### src/rtl/sram_like_arbiter_if.sv
// Bundles for the SRAM-like request/response ports: a read-only fetch port and
// a full command port that serves both the data requester and the memory side.
interface sram_like_arbiter_rd_if;
  logic        req;
  logic [31:0] addr;
  logic        addr_ok;
  logic        data_ok;
  logic [31:0] rdata;

  modport master (output req, addr, input addr_ok, data_ok, rdata);
  modport slave  (input req, addr, output addr_ok, data_ok, rdata);
endinterface

interface sram_like_arbiter_if;
  logic        req;
  logic        wr;
  logic [1:0]  size;
  logic [3:0]  wstrb;
  logic [31:0] addr;
  logic [31:0] wdata;
  logic        addr_ok;
  logic        data_ok;
  logic [31:0] rdata;

  modport master (output req, wr, size, wstrb, addr, wdata,
                  input  addr_ok, data_ok, rdata);
  modport slave  (input  req, wr, size, wstrb, addr, wdata,
                  output addr_ok, data_ok, rdata);
endinterface

### src/rtl/sram_like_arbiter.sv
// Shares one SRAM-like memory port between fetch and data requesters, one
// transaction at a time, data-first with a bounded starvation guard for fetch.
module sram_like_arbiter #(
  parameter logic [3:0] STARVE_MAX = 4'd3
) (
  input  logic                         clk,
  input  logic                         resetn,
  sram_like_arbiter_rd_if.slave        inst,
  sram_like_arbiter_if.slave           data,
  sram_like_arbiter_if.master          mem
);

  typedef enum logic [1:0] {
    S_IDLE = 2'd0,
    S_REQ  = 2'd1,
    S_WAIT = 2'd2
  } state_t;

  state_t      r_state;
  logic        r_owner;
  logic        r_mem_req;
  logic        r_wr;
  logic [1:0]  r_size;
  logic [3:0]  r_wstrb;
  logic [31:0] r_addr;
  logic [31:0] r_wdata;
  logic [3:0]  r_starve_cnt;

  state_t      w_next_state;
  logic        w_grant_inst;
  logic        w_grant_data;
  logic        w_inst_data_ok;
  logic        w_data_data_ok;

  // Grant selection and next-state decode; grants are gated by resetn so
  // no accept can leak out while the block is held in reset.
  always_comb begin
    w_next_state   = r_state;
    w_grant_inst   = 1'b0;
    w_grant_data   = 1'b0;
    w_inst_data_ok = 1'b0;
    w_data_data_ok = 1'b0;
    case (r_state)
      S_IDLE: begin
        if (resetn && inst.req && data.req) begin
          if (r_starve_cnt == STARVE_MAX) begin
            w_grant_inst = 1'b1;
          end else begin
            w_grant_data = 1'b1;
          end
        end else if (resetn && inst.req) begin
          w_grant_inst = 1'b1;
        end else if (resetn && data.req) begin
          w_grant_data = 1'b1;
        end else begin
          w_grant_inst = 1'b0;
        end
        if (w_grant_inst || w_grant_data) begin
          w_next_state = S_REQ;
        end else begin
          w_next_state = S_IDLE;
        end
      end
      S_REQ: begin
        if (mem.addr_ok) begin
          w_next_state = S_WAIT;
        end else begin
          w_next_state = S_REQ;
        end
      end
      S_WAIT: begin
        if (mem.data_ok) begin
          w_next_state   = S_IDLE;
          w_inst_data_ok = ~r_owner;
          w_data_data_ok = r_owner;
        end else begin
          w_next_state = S_WAIT;
        end
      end
      default: begin
        w_next_state = S_IDLE;
      end
    endcase
  end

  // State, latched command and starvation counter.
  always_ff @(posedge clk or negedge resetn) begin
    if (!resetn) begin
      r_state      <= S_IDLE;
      r_owner      <= 1'b0;
      r_mem_req    <= 1'b0;
      r_wr         <= 1'b0;
      r_size       <= 2'd0;
      r_wstrb      <= 4'd0;
      r_addr       <= 32'd0;
      r_wdata      <= 32'd0;
      r_starve_cnt <= 4'd0;
    end else begin
      r_state   <= w_next_state;
      r_mem_req <= (w_next_state == S_REQ);
      if (w_grant_inst) begin
        r_owner      <= 1'b0;
        r_wr         <= 1'b0;
        r_size       <= 2'd2;
        r_wstrb      <= 4'd0;
        r_addr       <= inst.addr;
        r_wdata      <= 32'd0;
        r_starve_cnt <= 4'd0;
      end else if (w_grant_data) begin
        r_owner <= 1'b1;
        r_wr    <= data.wr;
        r_size  <= data.size;
        r_wstrb <= data.wstrb;
        r_addr  <= data.addr;
        r_wdata <= data.wdata;
        // Count only data wins that actually held fetch off.
        if (inst.req) begin
          if (r_starve_cnt != 4'd15) begin
            r_starve_cnt <= r_starve_cnt + 4'd1;
          end
        end else begin
          r_starve_cnt <= 4'd0;
        end
      end
    end
  end

  assign inst.addr_ok = w_grant_inst;
  assign inst.data_ok = w_inst_data_ok;
  assign inst.rdata   = w_inst_data_ok ? mem.rdata : 32'd0;

  assign data.addr_ok = w_grant_data;
  assign data.data_ok = w_data_data_ok;
  assign data.rdata   = w_data_data_ok ? mem.rdata : 32'd0;

  assign mem.req   = r_mem_req;
  assign mem.wr    = r_wr;
  assign mem.size  = r_size;
  assign mem.wstrb = r_wstrb;
  assign mem.addr  = r_addr;
  assign mem.wdata = r_wdata;

endmodule

### src/flat_wrapper.sv
// flat-port wrapper written by rule: the top's interface ports become plain ports
module sram_like_arbiter_flat 
#(
  parameter logic [3:0] STARVE_MAX = 4'd3
)
  (clk, resetn, inst_req, inst_addr, inst_addr_ok, inst_data_ok, inst_rdata, data_req, data_wr, data_size, data_wstrb, data_addr, data_wdata, data_addr_ok, data_data_ok, data_rdata, mem_req, mem_wr, mem_size, mem_wstrb, mem_addr, mem_wdata, mem_addr_ok, mem_data_ok, mem_rdata);
  sram_like_arbiter_rd_if inst_i ();
  sram_like_arbiter_if data_i ();
  sram_like_arbiter_if mem_i ();
  input  logic clk;
  input  logic resetn;
  input wire logic [$bits(inst_i.req)-1:0] inst_req;
  input wire logic [$bits(inst_i.addr)-1:0] inst_addr;
  output wire logic [$bits(inst_i.addr_ok)-1:0] inst_addr_ok;
  output wire logic [$bits(inst_i.data_ok)-1:0] inst_data_ok;
  output wire logic [$bits(inst_i.rdata)-1:0] inst_rdata;
  input wire logic [$bits(data_i.req)-1:0] data_req;
  input wire logic [$bits(data_i.wr)-1:0] data_wr;
  input wire logic [$bits(data_i.size)-1:0] data_size;
  input wire logic [$bits(data_i.wstrb)-1:0] data_wstrb;
  input wire logic [$bits(data_i.addr)-1:0] data_addr;
  input wire logic [$bits(data_i.wdata)-1:0] data_wdata;
  output wire logic [$bits(data_i.addr_ok)-1:0] data_addr_ok;
  output wire logic [$bits(data_i.data_ok)-1:0] data_data_ok;
  output wire logic [$bits(data_i.rdata)-1:0] data_rdata;
  output wire logic [$bits(mem_i.req)-1:0] mem_req;
  output wire logic [$bits(mem_i.wr)-1:0] mem_wr;
  output wire logic [$bits(mem_i.size)-1:0] mem_size;
  output wire logic [$bits(mem_i.wstrb)-1:0] mem_wstrb;
  output wire logic [$bits(mem_i.addr)-1:0] mem_addr;
  output wire logic [$bits(mem_i.wdata)-1:0] mem_wdata;
  input wire logic [$bits(mem_i.addr_ok)-1:0] mem_addr_ok;
  input wire logic [$bits(mem_i.data_ok)-1:0] mem_data_ok;
  input wire logic [$bits(mem_i.rdata)-1:0] mem_rdata;
  assign inst_i.req = inst_req;
  assign inst_i.addr = inst_addr;
  assign inst_addr_ok = inst_i.addr_ok;
  assign inst_data_ok = inst_i.data_ok;
  assign inst_rdata = inst_i.rdata;
  assign data_i.req = data_req;
  assign data_i.wr = data_wr;
  assign data_i.size = data_size;
  assign data_i.wstrb = data_wstrb;
  assign data_i.addr = data_addr;
  assign data_i.wdata = data_wdata;
  assign data_addr_ok = data_i.addr_ok;
  assign data_data_ok = data_i.data_ok;
  assign data_rdata = data_i.rdata;
  assign mem_req = mem_i.req;
  assign mem_wr = mem_i.wr;
  assign mem_size = mem_i.size;
  assign mem_wstrb = mem_i.wstrb;
  assign mem_addr = mem_i.addr;
  assign mem_wdata = mem_i.wdata;
  assign mem_i.addr_ok = mem_addr_ok;
  assign mem_i.data_ok = mem_data_ok;
  assign mem_i.rdata = mem_rdata;
  sram_like_arbiter #(.STARVE_MAX(STARVE_MAX)) u_core (.clk(clk), .resetn(resetn), .inst(inst_i), .data(data_i), .mem(mem_i));
endmodule
### config.mk
export PLATFORM = sky130hd
export DESIGN_NAME = sram_like_arbiter_flat
export DESIGN_NICKNAME = d
export VERILOG_FILES = /design/src/rtl/sram_like_arbiter_if.sv /design/src/rtl/sram_like_arbiter.sv /design/src/flat_wrapper.sv
export SDC_FILE = /design/constraint.sdc
export NUM_CORES = 1
export LEC_CHECK = 0
export BUFFER_PORTS_ARGS = -buffer_cell sky130_fd_sc_hd__buf_2
export CAP_MARGIN = 10
export CORE_MARGIN = 8
export CORE_UTILIZATION = 40
export CTS_CLUSTER_DIAMETER = 120
export DETAILED_ROUTE_END_ITERATION = 16
export PLACE_DENSITY = 0.8
export SYNTH_ARGS = -nofsm -noshare
export SYNTH_HDL_FRONTEND = slang
export SYNTH_SLANG_ARGS = --single-unit
### constraint.sdc
create_clock -name clk -period 2.2 [get_ports clk]
set_input_delay 0 -clock clk [delete_from_list [all_inputs] [get_ports clk]]
set_output_delay 0 -clock clk [all_outputs]
set_load 0.02 [all_outputs]
==> run metrics <==
outcome finished clean; post-DR wirelength/cell around 18 um; cell accounting for the most synthesized area dfrtp_1; Placeable Area 9110 um^2; Fin. Hold Viols 0; Tot Pwr 7.19 mW; # fillers 661; TritonRoute pass-1 iters 5; prevailing post-synth register cell dfrtp_1; vias in the first global route between 4,000 and 5,000; Leakage around 3.4 nW; row count 35; Final period util 94.1%; crit-path max FO 19; fin crit period approximately 2100 ps; Design Area, Final about 6600 um^2; worst path bufs/invs 2; initial core utilization 40.7%; Inserted Clock Buffers 9; initial antenna violation count 2; TritonCTS clock tree done; FF-to-FF Start u_core.r_starve_cnt[0]; Mapped Area 3710 um^2; CP Data Required Time about 2200 ps; Yosys top cell area share 53.3%; Worst path max stage delay 410 ps; Clock transition at path regs 80 ps; CP max-delay cell or3b_4; Place WS ~120 ps; CTS sink cnt 79; IO Pins 281; Iter 0 DRT Violations 354; Die Footprint approximately 13,000 um^2; cell area power density 1100 nW/um^2; syn nets 485; Clock Tree Buf Depth 2; fmax 0.483 GHz; Worst setup endpoint inst_addr_ok; EDFF count, synth 0; final setup TNS 0 ps; layout cell share with drive strength beyond 1 43.4%; grt ovf 0; crit path setup slack, layout 130 ps; first-pass GRT wire length 24,200 um; r2r endpoint u_core.mem.addr[11]; Via Count about 4,300; Max-Slew Margin vs Limit about 64%; IO Port Bufs 280; GRT Total Usage between 20% and 30%; Mean Syn Cell Area 10.8 um^2; VDD IR max 650 uV; Finished Core Util 72.1%; Max-Cap Viols 0; Crit path depth 5; YS warnings 0; Worst Setup SP u_core.r_starve_cnt[0]; most frequent cells in the layout 279 x buf_2, 105 x dlygate4sd3_1, 79 x dfrtp_1; sequential area share after synthesis 53.3%; die height 112 um; final WL roughly 16,000 um; r2r worst-path depth 6; count of final setup violators 0; top cells by area, synth dfrtp_1 53%, and2_1 11%, a22o_1 9.2%; worst skew pair latency 350 ps; unique cell type count in the Yosys netlist 31; vias per cell between 5 and 6; root buf cell clkbuf_8; ANT nets after route 0; dpl cell area 5240 um^2; DRC violations left 0; setup slack, reg-to-reg 170 ps; gpl congestion 0.817; RSZ-0062 raised after global routing no; commonest non-fill, non-tap cell in the layout buf_2; fraction of registers with async set/reset 100%; Worst Path Arrival 2070 ps; Slew Limit Fails 0; DP HPWL 9810 um; crit path cell chain ha_2, or3b_4, a211oi_4, buf_12, buf_2; largest net degree at the start of global routing 44; startpoint class of the critical path flip-flop; crit path kind flip-flop to output port; Worst Hold Class input pin to flip-flop; # nets final 870; Setup crit end kind output port; Synth Register Bits 79; DIE WIDTH roughly 110 um; Worst Tran Pin Value 538 ps; H-tree depth 3; Area growth syn-to-layout 77.0%; clk_skew 10.9 ps; cells after synthesis between 300 and 400; family with the most delay on the worst path simple AND/OR/NAND/NOR gates
==> layout make-up <==
| class | count | area (um^2) | area share, % |
|---|---|---|---|
| well taps | 111 | 139 | 2.12 |
| multi-input cells | 232 | 1590 | 24.2 |
| repair buffers | 401 | 2630 | 40.1 |
| clock buffers | 9 | 124 | 1.89 |
| flip-flops and latches | 79 | 1980 | 30.1 |
| clock inverters | 7 | 80.1 | 1.22 |
| diodes | 2 | 5.00 | 0.0762 |
| inverters | 5 | 18.8 | 0.286 |
==> cell usage after synthesis, drive strengths merged, types with 2 or more instances <==
cell type,instances
nand2,34
nor2,4
buf,14
a22o,39
mux2i,32
a32o,2
clkbuf,13
o21ai,34
dfrtp,79
inv,5
a22oi,3
a21oi,3
and2,65
nand4,2
or3b,2
==> per-stage QoR <==
step / hold WS, ps / std cells
detailed placement: 107 / 718
global route: 25.6 / 846
CTS: 2.82 / 840
finish: 2.86 / 846
floorplan: -296 / 343
global placement: 95.3 / 718
==> flip-flops by register name (all words and copies together) (netlist names) <==
| name | cells |
|---|---|
| u_core.mem.wstrb | 4 |
| u_core.mem.wdata | 32 |
| u_core.mem.size | 2 |
| u_core.r_owner | 1 |
| u_core.r_starve_cnt | 4 |
| u_core.r_state | 2 |
| u_core.mem.wr | 1 |
| u_core.mem.addr | 32 |
| u_core.mem.req | 1 |
==> power breakdown <==
group / internal (mW) / switching [mW]
sequential: 2.15 / 0.433
combinational: 1.42 / 2.09
clock: 0.536 / 0.563
total: 4.11 / 3.08
==> worst min path at each step <==
| stage | slack, ps | start | cells after the start | end |
|---|---|---|---|---|
| after detailed placement | 110 | resetn | 2 | u_core.r_state[0] |
| after CTS | 3 | inst_req | 2 | u_core.r_starve_cnt[2] |
| after global placement | 100 | resetn | 2 | u_core.r_state[1] |
| after floorplan | -300 | resetn | 0 | u_core.mem.addr[0] |
| final | 3 | data_addr[0] | 3 | u_core.mem.addr[0] |
| after global routing | 30 | data_req | 2 | u_core.r_starve_cnt[2] |
==> per-layer routing <==
| metal | track usage [%] | vias to the layer above | share of wire, % |
|---|---|---|---|
| met1 | 25.4 | 2044 | 38 |
| li1 | - | 1960 | - |
| met4 | 9.44 | 0 | 2.8 |
| met5 | 0 | - | 0 |
| met2 | 42.3 | 215 | 52 |
| met3 | 7.73 | 33 | 8.0 |
==> kinds of logic after synthesis <==
group / count (synthesis) / synth area share (%)
AOI/OAI and AO/OA: 86 / 16.6
adders and majority gates: 1 / 0.337
and+or+nand+nor: 113 / 16.6
muxes: 32 / 8.64
DFF: 79 / 53.3
buffers and inverters: 32 / 4.45
==> repair_timing <==
item                       4_1_cts  5_1_grt
hold buffers                   105        0
setup buffers                    1        3
setup endpoints to repair        1       10
resized for setup                0        3
cloned                           0        1
pin swaps                        1        1
hold endpoints to repair       153        0
==> worst reg2reg max path: stages, from the launching register on <==
cell     delay [ps]
dfrtp_1         380
ha_2            220
or3b_4          420
o211a_4         330
buf_4           240
mux2i_1         150
o21ai_0         200
No activity file was read; power rests on OpenSTA's default activity.
